### config.mk
export PLATFORM = sky130hd
export DESIGN_NAME = imem_loader
export DESIGN_NICKNAME = d
export VERILOG_FILES = /design/src/rtl/imem_loader_pkg.sv /design/src/rtl/imem_array.sv /design/src/rtl/imem_loader.sv
export SDC_FILE = /design/constraint.sdc
export NUM_CORES = 1
export LEC_CHECK = 0
export CAP_MARGIN = 0
export CORE_UTILIZATION = 50
export CTS_BUF_LIST = sky130_fd_sc_hd__clkbuf_8
export DETAILED_ROUTE_END_ITERATION = 16
export GPL_ROUTABILITY_DRIVEN = 0
export PLACE_DENSITY = 0.65
export SLEW_MARGIN = 20
export SYNTH_ARGS = -nofsm -noshare
export SYNTH_HDL_FRONTEND = slang
export SYNTH_SLANG_ARGS = --single-unit
export TNS_END_PERCENT = 5
### constraint.sdc
create_clock -name clock -period 2.9 [get_ports clock]
set_clock_uncertainty 0.05 [all_clocks]
set_input_delay 0.435 -clock clock [delete_from_list [all_inputs] [get_ports clock]]
set_output_delay 0.435 -clock clock [all_outputs]
set_load 0.02 [all_outputs]
### src/rtl/imem_loader_pkg.sv
// Shared types and constants for the boot-time instruction memory loader.
// Optional feature macro: IMEM_CHECKSUM_EN (enables the CHECK state).
package imem_loader_pkg;

  localparam int IMEM_DEPTH = 16;
  localparam int IMEM_AW    = 4;

  typedef enum logic [1:0] {
    LOAD  = 2'd0,
    CHECK = 2'd1,
    RUN   = 2'd2,
    ERROR = 2'd3
  } loader_state_t;

endpackage

### src/rtl/imem_array.sv
// 16x8 instruction register file: synchronous write, asynchronous read,
// synchronous clear while reset is low.
module imem_array
  import imem_loader_pkg::*;
(
  input  logic               clock,
  input  logic               reset,
  input  logic               i_we,
  input  logic [IMEM_AW-1:0] i_waddr,
  input  logic [7:0]         i_wdata,
  input  logic [IMEM_AW-1:0] i_raddr,
  output logic [7:0]         o_rdata
);

  logic [7:0] r_mem [IMEM_DEPTH];

  // Clear every word on reset, otherwise write one word when enabled.
  // NOTE: the whole array is reset, so this maps to flops rather than a RAM
  //       macro; that is intended for a 16-word store that must boot clean.
  always_ff @(posedge clock) begin
    if (!reset) begin
      for (int i = 0; i < IMEM_DEPTH; i++) r_mem[i] <= 8'h00;
    end else if (i_we) begin
      r_mem[i_waddr] <= i_wdata;
    end
  end

  // Fetch is combinational; a same-cycle write is visible only after the edge.
  assign o_rdata = r_mem[i_raddr];

endmodule

### src/rtl/imem_loader.sv
// Boot loader in front of the CPU: fills the instruction store over a
// valid/ready byte port and holds the CPU in reset until the program is in.
// Optional feature macro: IMEM_CHECKSUM_EN (17th byte is a two's-complement
// checksum; a mismatch parks the block in ERROR).
module imem_loader
  import imem_loader_pkg::*;
#(
  parameter int DEPTH = IMEM_DEPTH
) (
  input  logic       clock,
  input  logic       reset,
  input  logic [3:0] addr,
  output logic [7:0] data,
  input  logic       load_req,
  input  logic       ld_valid,
  input  logic [7:0] ld_data,
  output logic       ld_ready,
  output logic       cpu_reset_n,
  output logic       busy,
  output logic       error
);

  localparam logic [IMEM_AW-1:0] LAST_IDX = IMEM_AW'(DEPTH - 1);

  loader_state_t      r_state;
  loader_state_t      w_next_state;
  logic [IMEM_AW-1:0] r_idx;
  logic               w_xfer;
  logic               w_we;

  assign w_xfer = ld_valid && ld_ready;
  // A load_req in the same cycle drops the byte so the restart begins clean.
  assign w_we   = w_xfer && (r_state == LOAD) && !load_req;

`ifdef IMEM_CHECKSUM_EN
  logic [7:0] r_sum;
  logic [7:0] w_sum_next;

  assign w_sum_next = r_sum + ld_data;

  // Running mod-256 sum of the program bytes, restarted with every load.
  always_ff @(posedge clock) begin
    if (!reset || load_req) r_sum <= 8'h00;
    else if (w_we)          r_sum <= w_sum_next;
  end
`endif

  // State register.
  // NOTE: clocked state uses non-blocking assignment so every flop samples
  //       the pre-edge values regardless of block ordering.
  always_ff @(posedge clock) begin
    if (!reset) r_state <= LOAD;
    else        r_state <= w_next_state;
  end

  // Word index: advances on each stored byte and wraps after the last word.
  always_ff @(posedge clock) begin
    if (!reset || load_req) r_idx <= '0;
    else if (w_we)          r_idx <= r_idx + 1'b1;
  end

  // Next-state logic and state-decoded outputs.
  // NOTE: every output gets a default first so no path leaves it unassigned,
  //       which would otherwise infer a latch.
  always_comb begin
    w_next_state = r_state;
    ld_ready     = 1'b0;
    cpu_reset_n  = 1'b0;
    busy         = 1'b1;
    error        = 1'b0;

    if (load_req) begin
      w_next_state = LOAD;
    end else begin
      case (r_state)
        LOAD: begin
          if (w_xfer && (r_idx == LAST_IDX)) begin
`ifdef IMEM_CHECKSUM_EN
            w_next_state = CHECK;
`else
            w_next_state = RUN;
`endif
          end
        end
`ifdef IMEM_CHECKSUM_EN
        CHECK: begin
          if (w_xfer) w_next_state = (w_sum_next == 8'h00) ? RUN : ERROR;
        end
`endif
        default: ;
      endcase
    end

    case (r_state)
      LOAD, CHECK: ld_ready = 1'b1;
      RUN: begin
        cpu_reset_n = 1'b1;
        busy        = 1'b0;
      end
`ifdef IMEM_CHECKSUM_EN
      ERROR:   error = 1'b1;
`endif
      default: ;
    endcase
  end

  imem_array u_array (
    .clock   (clock),
    .reset   (reset),
    .i_we    (w_we),
    .i_waddr (r_idx),
    .i_wdata (ld_data),
    .i_raddr (addr),
    .o_rdata (data)
  );

endmodule

=== Yosys cells after proc, flatten, opt, wreduce, memory -nomap -nowiden ===
Memories as Yosys holds them, arrays and structs flattened.
Index checks and enable logic that the tools add are counted.

* Output and inout bits: 12
* Memories: 1
* Bits in read-only memories: 0
* Bits of input ports: 16
* Bits in registers: 5
* Bits in writable memories: 128
* Bits in latches: 0

* Reduce and logical (&&, ||, !) cells: 11
* Bitwise operators: 1
* Mux-type cells: 10
* $lt $le $gt $ge: 0
* Multiply operators: 0
* Add/subtract/negate cells: 1
* Div/mod/pow operators: 0
* Equality and inequality tests: 1
* Shifts and indexed selects: 0

{| class="wikitable"
|+ Memories
! memory !! depth !! bits a word !! read ports !! clocked after Yosys merged registers in !! wr ports !! line !! text
|-
| u_array.r_mem || 16 || 8 || 1 || 0 || 16 || imem_array.sv:15 || <nowiki>logic [7:0] r_mem [IMEM_DEPTH];</nowiki>
|}

{| class="wikitable"
|+ Operator list
! kind !! number
|-
| 2-to-1 mux 1 bit || 8
|-
| 2-to-1 mux 8 bit || 1
|-
| OR reduction 8 bit || 1
|-
| adder 4 x 1 -> 4 bit (second input constant) || 1
|-
| == test 4 bit (second input constant) || 1
|-
| logical AND 1 bit || 4
|-
| 2-to-1 mux 4 bit || 1
|-
| zero test 1 bit || 2
|-
| zero test 2 bit || 1
|-
| AND reduction 2 bit || 1
|-
| OR reduction 2 bit || 1
|-
| logical OR 1 bit || 1
|-
| inverter 1 bit || 1
|}

=== Logic depth before layout (Yosys ltp) ===
Gate-level depths: netlist (run 1).

* Word-level depth: 10
* Mapped depth: 5

=== Cells and area by module ===
From an unflattened synthesis (run 1), not the netlist that was laid out.

* Cells, all modules: 403
* Area, all modules: 6,174.7 µm²

{| class="wikitable"
|+ Modules (own cells, without submodules)
! module !! cells an instance !! times used !! area an instance (µm²) !! seq. area each (µm²)
|-
| imem_array || 375 || 1 || 5,933.2 || 3,843.7
|-
| imem_loader || 28 || 1 || 241.5 || 100.1
|}

=== Worst setup path before layout (run 1) ===
Ideal clock, no wire load.

* Kind: input port to flip-flop
* From: input ld_valid
* To: memory u_array.r_mem[13][0], enable pin
* Required time: 2.466 ns
* Stages: 4
* Setup time: 0.384 ns
* Setup slack: 0.738 ns
* Arrival: 1.728 ns
* Cells stage by stage: nor4bb_1 clkbuf_1 nand2_2 o21ai_0

{| class="wikitable"
|+ RTL lines
! item !! line !! text
|-
| start, declared || imem_loader.sv:15 || <nowiki>input logic ld_valid,</nowiki>
|-
| end, declared || imem_array.sv:15 ||
|}

=== Final worst setup path (run 1) ===
* From: input addr[1]
* To: output data[2]

* Longest elaborated chain between the ends: 1

{| class="wikitable"
|+ Ends and longest elaborated chain
! item !! line !! text
|-
| start, declared || imem_loader.sv:12 || <nowiki>input logic [3:0] addr,</nowiki>
|-
| memory (16 x 8 bit) || -- ||
|-
| end, declared || imem_loader.sv:13 || <nowiki>output logic [7:0] data,</nowiki>
|}

Every way passes these cells.

==> results of run 1 <==
-- worst register-to-register path, delay by kind of cell (launching register included) --
family / cells / cell delay [ps]
AND/OR/NAND/NOR: 2 / 540
buffers and inverters: 2 / 420
flip-flops: 1 / 340
AO/OA/AOI/OAI: 1 / 280
-- synthesized netlist by cell type (all sizes together), types with 2 or more instances --
| cell type | count |
|---|---|
| nand2 | 45 |
| inv | 3 |
| and2 | 2 |
| clkdlybuf4s25 | 3 |
| buf | 22 |
| edfxtp | 128 |
| ha | 4 |
| a22oi | 16 |
| o21ai | 17 |
| nand2b | 4 |
| dfxtp | 5 |
| nor2 | 133 |
| mux4 | 32 |
| nor2b | 3 |
| clkbuf | 5 |
-- cell usage in the layout (no fill, tap or decap), types with 5 or more instances in the layout --
| cell type | synthesis | layout |
|---|---|---|
| sky130_fd_sc_hd__a22oi_1 | 16 | 14 |
| sky130_fd_sc_hd__clkdlybuf4s50_1 | 0 | 19 |
| sky130_fd_sc_hd__o21ai_0 | 17 | 17 |
| sky130_fd_sc_hd__buf_4 | 4 | 31 |
| sky130_fd_sc_hd__nor2_1 | 133 | 132 |
| sky130_fd_sc_hd__dfxtp_1 | 5 | 5 |
| sky130_fd_sc_hd__mux4_2 | 18 | 18 |
| sky130_fd_sc_hd__mux4_1 | 14 | 14 |
| sky130_fd_sc_hd__inv_1 | 3 | 7 |
| sky130_fd_sc_hd__nand2_1 | 41 | 41 |
| sky130_fd_sc_hd__edfxtp_1 | 128 | 128 |
| sky130_fd_sc_hd__clkbuf_8 | 0 | 20 |
-- report_power, final --
group	leakage [nW]	internal (W)	total, W	switching, W
Clock	0.192	0.000727	0.00141	0.000679
Combinational	0.917	0.000140	0.000319	0.000178
Sequential	1.36	0.00216	0.00218	0.0000183
Total	2.47	0.00303	0.00391	0.000876
-- area by class of cell --
class	instances	area (um2)	share of cell area, %
clock buffers	20	275	3.99
clock inverters	12	90.1	1.31
inverters	3	11.3	0.163
multi-input cells	268	1860	27.0
flip-flops and latches	133	3940	57.2
well taps	143	179	2.59
repair buffers	59	536	7.77
-- stage by stage --
stage	util (%)	area, um2	hold slack [ps]
2_1_floorplan	-	6060	478
3_3_place_gp	56.1	6510	502
3_5_place_dp	56.1	6510	515
4_1_cts	59.2	6880	534
5_1_grt	59.4	6900	585
6_report	59.4	6900	528
-- repair_timing --
action / in CTS / in global routing
resized for setup: 3 / 6
setup endpoints to repair: 3 / 6
hold endpoints to repair: 0 / 0
pin swaps: 0 / 0
-- metal layers --
metal	wire [um]	up-vias	share of wire, %	GRT usage (%)
met2	6700	148	48	37.3
met5	0	-	0	0
met1	5890	1834	42	32.5
met3	958	21	6.9	5.40
li1	-	1682	-	-
met4	339	0	2.4	11.1
-- sequential cells by signal, indices dropped and copies added, names as in the netlist --
name	flops
u_array.r_mem	128
r_idx	4
r_state	1
-- kinds of logic after synthesis --
group                    count (synthesis)  share of synthesized area (%)
adder cells (fa/ha/maj)                  4                          0.826
AND/OR/NAND/NOR                        193                           12.8
AO/OA/AOI/OAI                           35                           3.57
other                                    1                         0.0619
multiplexers                            33                           12.9
flip-flops                             133                           65.1
buffers and inverters                   33                           4.40
XOR/XNOR                                 2                          0.289
-- final timing paths --
kind	startpoint	to	slack, ps	cells after the start
min	r_state[1]	r_state[1]	530	2
max reg2reg	r_state[1]	u_array.r_mem[3][5]	980	5
min reg2reg	r_state[1]	r_state[1]	530	2
max	addr[1]	data[2]	60	6
==> flow_results.org, run 1 <==
** CTS
- After clock tree synthesis, the setup repair step added 0 buffers.
- Clock buffer count from CTS :: 17
- The H-tree was split into 4 levels.
- TritonCTS built the clock tree.
- Max Root-Sink Buffers :: 2
- At the later pin of the worst-skew pair, clock insertion delay measures ~430 ps.
- The tree built by TritonCTS fans out to approximately 130 sinks.
- Clock-pin slew was measured on the worst setup and hold paths at 70 ps.
- The root buffer cell chosen for the clock tree is sky130_fd_sc_hd__clkbuf_8.
- For this design, the CTS-stage hold fixing added 0 buffers.

** Critical path
- Critical path fanouts, max :: 22
- The cell family contributing the most delay on the critical path is buffers and inverters.
- Crit path largest cell delay :: roughly 540 ps
- The worst setup path is captured at an output pin.
- Dominant cell type by count on the critical path :: sky130_fd_sc_hd__clkdlybuf4s50_1
- Startpoint type of the worst setup path :: input pin
- The worst setup path is of the in2out kind.
- The slowest stage of the critical path is the sky130_fd_sc_hd__clkdlybuf4s50_1 cell.
- Walking the worst path, the cells encountered are clkdlybuf4s50_1 > buf_12 > mux4_1 > a22oi_2 > nand2_1 > clkdlybuf4s50_1.
- Arrival time of the worst setup path :: ~2400 ps
- Count of buffering cells on the critical path with inverters included :: 3
- Data required time at the worst endpoint :: 2410 ps

** Synth
- Summed over its instances, the top area cell type makes up roughly 63% of the synthesized netlist area.
- Area of the mapped netlist :: around 6000 um2
- Count of flip-flops with a built-in enable after synthesis :: 128
- Among all flip-flop cells after synthesis, the most frequent one is sky130_fd_sc_hd__edfxtp_1.
- Proportion of register bits with asynchronous set or reset after synthesis :: 0%
- Synthesized netlist cell count :: 434
- Main area contributors after synthesis :: sky130_fd_sc_hd__edfxtp_1, sky130_fd_sc_hd__nor2_1, sky130_fd_sc_hd__mux4_2, sky130_fd_sc_hd__mux4_1, sky130_fd_sc_hd__buf_6
- The share of the Yosys chip area taken by registers is about two thirds.
- Warning count from the yosys run :: 0
- Dividing the synthesized area by the synthesized cell count gives approximately 14 um2.
- Net count after synthesis :: 454
- After synthesis the netlist holds a flip-flop and latch count of 133.
- Netlist cell types :: 32
- Post-synthesis cell type with the largest combined area :: sky130_fd_sc_hd__edfxtp_1

** Cells and area
- Fillers :: just over 900
- Non-Filler Instances :: roughly 640
- Of the cells placed in the final design, the portion with a size suffix greater than 1 is 17.8%.
- The number of antenna diodes in the final layout is 0.
- Compared with the post-synthesis result, the final layout area differs by 13.8%.
- Net count of the finished layout :: approximately 500

** Placement
- Summed over all nets, the half-perimeter wirelength after detailed placement is ~9.3 mm.
- The count of buffers added on input and output ports is 26.
- Post-place setup slack :: -43.0 ps
- Inst Count DP :: approximately 610

** STA
- Aggregate negative setup slack :: 0 ps
- Number of slew-limit violations in the final report :: 0
- Maximum operating frequency :: 0.352 GHz
- The number of endpoints with negative hold slack in the final report came to 0.
- Time the worst path needs with I/O delays and setup :: 2840 ps
- Unrepaired setup endpoints after global routing :: false
- Setup violations remaining at the end of the flow were counted as 0.
- At the pin with the least slew margin, the transition time is between 700 and 800 ps.
- Headroom to the max-slew limit came out at a little under half.
- After layout, the worst setup slack is 59.7 ps.
- Final worst-path cycle share :: about 98%

** Power and ir drop
- In this run the static leakage power is about 2.5 nW.
- Power spread over the standard cell area amounts to between 500 and 600 nW/um2.
- Overall power of the completed layout :: 0.00391 W
- The worst-case IR drop observed on VDD is around 0.26 mV.

** Die
- The die is around 110 um tall.
- The die covers between 10000 and 15000 um2.
- Placement Rows :: 39
- Number of ports placed on the die boundary :: 28
- For this configuration, the core starts out at a cell density of between 50% and 60%.
- In this run the horizontal extent of the chip is between 100 and 150 um.
- Area of the placeable core :: ~12000 um2

** Global routing
- The number of antenna violations at the first check in global routing came to 0.
- The number of global-route vias before repair came to 3711.
- Global routing consumed, over all layers together, 24.0% of the routing resources.
- GR Overflow Total :: 0
- The first global-routing pass estimated 21.3 mm of wire.
- Maximum number of pins on one net before global-route repair :: 23

** Job
- Max-Cap Viols :: 0

** Detailed routing
- Detailed-route via count :: between 3000 and 4000
- DRC viols :: 1
- Vias/cell :: ~5.8
- The first detailed-routing pass ran for 11 iterations.
- The detail route stage leaves a number of antenna-violating nets equal to 0.
- Total detailed-routing wirelength :: about 14 mm
- Detailed-route wire length per cell :: between 20 and 25 um
- Iteration-0 DRC count of the detailed router :: about 320

** Worst hold path
- The min-delay analysis places its worst path in the category reg2reg.

** Outcome
- The final reports fail on design-rule violations.
- The run finished, with violations left.
(Power assumes the default switching activity.)
==> run 2, diff against run 1 <==
--- a/config.mk
+++ b/config.mk
@@ -10,7 +10,7 @@
 export CTS_BUF_LIST = sky130_fd_sc_hd__clkbuf_8
 export DETAILED_ROUTE_END_ITERATION = 16
 export GPL_ROUTABILITY_DRIVEN = 0
-export PLACE_DENSITY = 0.65
+export PLACE_DENSITY = 0.68
 export SLEW_MARGIN = 20
 export SYNTH_ARGS = -nofsm -noshare
 export SYNTH_HDL_FRONTEND = slang
==> constraint.sdc (replaced) <==
create_clock -name clock -period 2.3 [get_ports clock]
set_clock_uncertainty 0.05 [all_clocks]
set_input_delay 0.345 -clock clock [delete_from_list [all_inputs] [get_ports clock]]
set_output_delay 0.345 -clock clock [all_outputs]
set_load 0.02 [all_outputs]
==> run 2 against run 1 <==
Compared with the run above:
- the run still ends with design-rule violations left
- cell count is 1.7% higher
- flip-flop and latch count stayed put
- sequential power is 26% higher
- core utilization is 0.91 points higher
- critical endpoint is now data[1]
- largest cell class unchanged
- largest power group unchanged
==> flow_results.org, run 2 (synthesis gave the netlist of run 1 again) <==
** Outcome
- The flow ran to the end, but the final reports show violations.
- Failing checks :: design-rule violations

** STA
- Derived from the worst setup path, the maximum achievable clock frequency is 0.441 GHz.
- Dividing the final minimum period by the clock period gives 98.5%.
- Final setup fails :: 0
- The worst pin sits at a relative slew slack of a little over two fifths.
- Time the worst path needs with I/O delays and setup :: between 2000 and 2500 ps
- Aggregate negative setup slack :: 0 ps
- Slew @ Worst Pin :: 849 ps
- The final-report max-slew violation count was 0.
- Worst slack on hold paths :: about 530 ps
- The number of endpoints with negative hold slack in the final report was 0.
- Setup repair after global routing could not meet its margin everywhere.

** Power and ir drop
- Clock share of power :: about 33%
- Internal Pwr Total :: between 0.003 and 0.004 W
- For this design the static power due to leakage is 2.46 nW.
- Pwr dens :: around 680 nW/um2
- Power share of the sequential group :: 57.5%
- Net Sw Power :: 0.00107 W
- Highest ir drop seen on vdd :: around 0.34 mV
- The share of total power dissipated in combinational logic is 9.3%.
- Of the total power, the share spent switching nets is about 22%.

** Global routing
- Initial antenna violation count :: 0
- Tot GR Track Use :: between 20% and 30%
- Number of global-route vias before repair :: ~3900
- Entering global routing, the biggest net connects 22 pins.
- The first global-routing pass estimated ~23 mm of wire.
- GR Overflow Total :: 0

** CTS
- H-Tree Depth :: 4
- The clock passes through at most 2 buffers.
- The clock net in this run drives a total of 133 sinks.
- Clock-pin slew was measured on the worst setup and hold paths at around 70 ps.
- At the later pin of the worst-skew pair, clock insertion delay measures 430 ps.
- The number of setup buffers added after CTS is 0.
- In this run the clock root is driven by a sky130_fd_sc_hd__clkbuf_8.
- TritonCTS clock tree :: done
- Counting the buffers created by CTS gives 17.

** Cells and area
- Finished Cell Area :: approximately 7000 um2
- Largest register by flop count :: u_array.r_mem
- Area growth, synth to finish :: 15.6%
- The register with the most flip-flops in the layout has around 130 of them.
- Net count of the finished layout :: around 520
- In the layout the commonest cells are sky130_fd_sc_hd__nor2_1, sky130_fd_sc_hd__edfxtp_1, sky130_fd_sc_hd__nand2_1, sky130_fd_sc_hd__buf_4, sky130_fd_sc_hd__mux4_2.
- Largest registers :: u_array.r_mem: 128 flops, r_idx: 4 flops, r_state: 1 flops
- Leaving out fill and tap cells, the most frequent cell in the layout is sky130_fd_sc_hd__nor2_1.
- Ratio of cells with drive above 1 in the final layout :: ~23%
- The repair_antennas step left the layout with diodes totalling 0.
- Post-layout utilization of the core :: between 60% and 70%
- Fillers :: 915

** Die
- Height of the die :: between 100 and 150 um
- Area of the placeable core :: around 12000 um2
- Number of ports placed on the die boundary :: 28
- The die covers ~13000 um2.
- The floorplan has 39 rows.
- Overall die width :: 112 um
- Effective utilization at floorplan :: 52.2%

** Detailed routing
- Number of nets with antenna violations after detailed routing :: 0
- DRC viols :: 1
- After the first detailed-routing iteration, the DRC count stood at around 550.
- Number of detailed-route iterations in the first pass :: 11
- In the routed layout, each cell is associated on average with a via count of between 5 and 6.
- Detailed-route via count :: 3845
- Dividing the detail-routed wire length by the instance count gives roughly 23 um.
- After detailed routing, the total wire length is between 10 and 15 mm.

** Critical path
- The critical path in this run is classified as reg2out.
- For the worst flop-to-flop path, the logic depth is 3.
- The worst register-to-register path ends at u_array.r_mem[1][0].
- Data arrives at the worst endpoint at between 1500 and 2000 ps.
- In this run the worst path has a maximum fanout of 1.
- Across all register-to-register paths, the minimum setup slack is about 520 ps.
- Endpoint class of the critical path :: output pin
- Data required time at the worst endpoint :: 1900 ps
- The worst setup path is launched from a register.
- The worst register-to-register path begins at r_idx[2].

** Worst hold path
- Launch instance of the worst min-delay path :: r_idx[1]
- Counting instances, the worst hold path has a depth of 2.
- Class of the tightest hold or removal check :: reg2reg
- Worst-case hold path end point :: r_idx[1]

** Placement
- During placement, the flow inserted port buffers numbering 26.
- Detailed placer's ending HPWL :: approximately 9.8 mm
- Total cell area at the placement stage :: roughly 6600 um2

** Job
- Max-Cap Viols :: 0
-- run 2: cell types whose count changed in the layout (fill, tap and decap cells not counted), sizes merged --
cell           before  now
buf                34   50
clkinv              3    9
clkinvlp            4    0
dlymetal6s2s        4    0
clkdlybuf4s15       0    3
clkdlybuf4s50      19   16
clkbuf             20   19
dlygate4sd2         2    1
inv                 7    6
-- run 2: area by class of cell --
type                            instances  area (um2)  share of cell area, %
Clock buffer                           17         234                   3.34
Clock inverter                         13        77.6                   1.11
Inverter                                3        11.3                  0.161
Multi-Input combinational cell        268        1870                   26.7
Sequential cell                       133        3940                   56.3
Tap cell                              143         179                   2.56
Timing Repair Buffer                   72         683                   9.76
-- run 2: power groups by stage --
stage               clock, W  combinational, W  sequential [W]
floorplan                  0          0.000230         0.00279
global placement           0          0.000419         0.00280
detailed placement         0          0.000424         0.00280
CTS                  0.00163          0.000442         0.00275
global route         0.00172          0.000467         0.00276
finish               0.00159          0.000443         0.00275
-- run 2: layer usage --
metal / vias to the layer above / GRT usage (%) / wire [um]
li1: 1701 / - / -
met2: 219 / 40.3 / 7230
met1: 1888 / 33.9 / 5650
met4: 0 / 13.0 / 567
met5: - / 0 / 0
met3: 37 / 5.94 / 1380
-- run 2: worst max-delay path by stage --
stage | from | endpoint | slack [ps]
after floorplan | r_state[1] | u_array.r_mem[13][0] | 160
after global placement | addr[1] | data[4] | -410
after detailed placement | addr[1] | data[4] | -410
after CTS | u_array.r_mem[0][4] | data[4] | 9
after global routing | u_array.r_mem[1][1] | data[1] | -50
final | u_array.r_mem[8][1] | data[1] | 30
-- run 2: repair_timing --
item | in CTS | in global routing
gates cloned | 2 | 0
endpoints found under the setup margin | 8 | 7
hold buffers | 0 | 0
gates resized for setup | 37 | 11
pin swaps | 0 | 2
-- run 2: critical path, stage by stage (launching register included) --
cell and delay, ps:
sky130_fd_sc_hd__edfxtp_1 380, sky130_fd_sc_hd__mux4_1 500, sky130_fd_sc_hd__a22oi_1 210, sky130_fd_sc_hd__nand2_1 80, sky130_fd_sc_hd__clkdlybuf4s15_2 260
-- run 2: through the flow --
stage | total power (W) | instances | setup slack, ps
global route | 0.00495 | 649 | -50.1
global placement | 0.00322 | 617 | -411
detailed placement | 0.00323 | 617 | -413
CTS | 0.00482 | 649 | 9.37
floorplan | 0.00302 | 434 | 159
finish | 0.00479 | 649 | 33.8
==> run 3, diff against run 2 <==
--- a/config.mk
+++ b/config.mk
@@ -6,11 +6,12 @@
 export NUM_CORES = 1
 export LEC_CHECK = 0
 export CAP_MARGIN = 0
+export CORE_MARGIN = 2
 export CORE_UTILIZATION = 50
 export CTS_BUF_LIST = sky130_fd_sc_hd__clkbuf_8
 export DETAILED_ROUTE_END_ITERATION = 16
 export GPL_ROUTABILITY_DRIVEN = 0
-export PLACE_DENSITY = 0.68
+export PLACE_DENSITY_LB_ADDON = 0.1
 export SLEW_MARGIN = 20
 export SYNTH_ARGS = -nofsm -noshare
 export SYNTH_HDL_FRONTEND = slang
==> run 3 against run 2 <==
Compared with the run above:
- the run now ends clean
- die area up 3.6%
- final area up 0.64%
- cell count up 2.3%
- sequential share of layout area down 0.36 points
- combinational power down 4%
- non-clock buffer count up 9
- clock power about the same
- flip-flop and latch count unchanged
- power down 1.2%
==> flow_results.org, run 3 (synthesis gave the netlist of run 1 again) <==
** Placement
- Post-place setup slack :: -448 ps
- Buffers added on ports :: 26
- Total cell area at the placement stage :: between 6000 and 7000 um2
- The wire-length estimate of the detail-placed layout is ~9.7 mm.

** Critical path
- The largest individual stage delay along the critical path comes from the cell sky130_fd_sc_hd__mux4_1.
- Measured in cells, the most critical reg-to-reg path has a length of 5.
- Setup slack on the worst reg-to-reg path comes out at between 400 and 500 ps.
- STA classifies the critical path endpoint as an output pin.
- Together, buffers and inverters on the worst path number 1.
- The critical path starts at u_array.r_mem[6][3].
- Crit path largest cell delay :: 550 ps
- For the worst setup path, the data required time is about 1900 ps.
- The signal on the critical path passes through mux4_1 > a22oi_1 > nand2_1 > clkdlybuf4s15_2.
- Startpoint of the worst register-to-register path :: r_state[1]
- Counting buffers and inverters, the worst setup path is 4 cells deep.
- In this run the worst path has a maximum fanout of 1.
- Arrival time of the worst setup path :: approximately 1900 ps
- Broken down by cell family, the worst path's largest delay share belongs to multiplexers.
- WS Path Type :: reg2out
- STA classifies the critical path startpoint as a register.

** Worst hold path
- Class of the tightest hold or removal check :: reg2reg
- Worst Hold Depth :: 2
- The startpoint identified for the worst hold timing path is r_state[1].

** Detailed routing
- For this run, the detailed router's first-pass iteration total came to 6.
- DRC viols :: 0
- Total detailed-routing wirelength :: around 14 mm
- Detailed-route wire length per cell :: around 21 um
- The final route contains roughly 3700 vias.
- Vias/cell :: ~5.6
- Iteration-0 DRC count of the detailed router :: 327
- Number of nets with antenna violations after detailed routing :: 0

** CTS
- Clk slew on worst S/H paths :: 70 ps
- Hold Buf Count CTS :: 0
- Cell chosen for the clock root :: sky130_fd_sc_hd__clkbuf_8
- The clock passes through at most 2 buffers.
- TritonCTS built the clock tree.
- In this run the post-CTS setup repair buffer count came out at 0.
- Clk_lat worst skew :: approximately 440 ps
- In this run the number of H-tree levels came out at 4.
- CTS saw approximately 130 sinks.
- Clock buffer count from CTS :: 17

** Cells and area
- The largest registers in the layout are u_array.r_mem: 128 flops, r_idx: 4 flops, r_state: 1 flops.
- The area growth from synthesis to layout is 16.3%.
- Largest register by flop count :: u_array.r_mem
- With fillers left out, the area of the finished cells amounts to ~7000 um2.
- Footprint of the multi-input gates :: 1890 um2
- Net count of the finished layout :: roughly 520
- Ratio of cells with drive above 1 in the final layout :: 23.6%
- Most common cell after layout, fill and taps aside :: sky130_fd_sc_hd__nor2_1
- The filler cells instantiated in the layout total 980.
- Ant diodes :: 0
- The top cell types in the final layout, fill and taps aside, are sky130_fd_sc_hd__nor2_1, sky130_fd_sc_hd__edfxtp_1, sky130_fd_sc_hd__buf_4, sky130_fd_sc_hd__nand2_1, sky130_fd_sc_hd__mux4_2.
- Flip-flop and latch area :: 3940 um2
- The register with the most flip-flops in the layout has ~130 of them.

** STA
- Aggregate negative setup slack :: 0 ps
- Final setup fails :: 0
- Hold Vio Cnt, Final :: 0
- PnR worst setup slack :: around 48 ps
- Setup repair after global routing could not meet its margin everywhere.
- Derived from the worst setup path, the maximum achievable clock frequency is 0.444 GHz.
- For the finished layout, the period the worst path requires is 2250 ps.
- Final worst-path cycle share :: 97.9%
- Number of slew-limit violations in the final report :: 0

** Global routing
- Number of global-route vias before repair :: 3969
- Wire length of the first global-routing pass :: 22.1 mm
- Maximum number of pins on one net before global-route repair :: 24
- The number of antenna violations at the first check in global routing was 0.
- Tot GR Track Use :: a little under a quarter
- GR Overflow Total :: 0

** Die
- Effective utilization at floorplan :: between 50% and 60%
- For this design the top-level I/O count stands at 28.
- The initialized floorplan defines 40 standard-cell rows.
- Overall die area :: 13000 um2
- Height of the die :: 114 um
- Area of the placeable core :: 11900 um2
- The die is ~110 um wide.

** Power and ir drop
- The share of total power dissipated in sequential elements is 58.0%.
- Switching share of power :: 23.4%
- Net Sw Power :: about 0.0011 W
- IR analysis of the VDD net gives a maximum drop of between 0.3 and 0.4 mV.
- Lkg Pwr :: around 2.5 nW
- Combinational share of power :: about 9.0%
- Of the total power, the clock network draws between 30% and 40%.
- In this run the power density over the cells is around 670 nW/um2.
- Internal power comes to 0.00363 W.

** Job
- Max-Cap Viols :: 0

** Outcome
- Result of the run :: finished, final reports clean
-- run 3: cell count changes in the layout (fill, tap and decap cells not counted), moves of 2 or more --
cell,change
sky130_fd_sc_hd__buf_2,+3
sky130_fd_sc_hd__buf_12,-2
sky130_fd_sc_hd__buf_16,-2
sky130_fd_sc_hd__clkinvlp_4,+4
sky130_fd_sc_hd__buf_4,+10
sky130_fd_sc_hd__mux4_2,-6
sky130_fd_sc_hd__mux4_1,+6
-- run 3: cell type report --
cell class / instances / share of cell area (%)
Sequential cell: 133 / 56.0
Multi-Input combinational cell: 268 / 26.8
Timing Repair Buffer: 81 / 10.1
Clock buffer: 17 / 3.32
Tap cell: 147 / 2.61
Clock inverter: 15 / 1.07
Inverter: 3 / 0.160
-- run 3: power by group through the flow --
stage          logic [W]  clock network (W)  registers [W]
2_1_floorplan   0.000230                  0        0.00279
3_3_place_gp    0.000418                  0        0.00280
3_5_place_dp    0.000422                  0        0.00280
4_1_cts         0.000430            0.00160        0.00275
5_1_grt         0.000458            0.00170        0.00276
6_report        0.000426            0.00156        0.00275
-- run 3: tightest hold or removal path, stage by stage, from the launching register on --
cell and delay (ps):
sky130_fd_sc_hd__dfxtp_1 340, sky130_fd_sc_hd__inv_1 100, sky130_fd_sc_hd__o22ai_1 90
-- run 3: timing repair --
item / CTS / global route
cloned: 1 / 0
gates resized for setup: 38 / 5
pin swaps: 3 / 1
endpoints found under the setup margin: 8 / 5
-- run 3: stage by stage --
stage                     instances  power, W  util [%]  hold slack (ps)
after global routing            664   0.00491      59.1              570
after global placement          631   0.00322      56.1              509
final                           664   0.00474      59.1              529
after floorplan                 434   0.00302         -              478
after CTS                       664   0.00478      59.2              538
after detailed placement        631   0.00323      56.1              528
-- run 3: worst paths after layout --
path,to
setup / recovery,data[3]
hold / removal,r_state[1]
setup reg to reg,u_array.r_mem[13][4]
hold reg to reg,r_state[1]
-- run 3: layer usage --
| metal | up-vias | global-route usage (%) | routed length (um) |
|---|---|---|---|
| met3 | 16 | 6.19 | 716 |
| met2 | 118 | 38.2 | 6890 |
| li1 | 1723 | - | - |
| met1 | 1883 | 31.9 | 6130 |
| met4 | 0 | 7.97 | 204 |
| met5 | - | 0 | 0 |
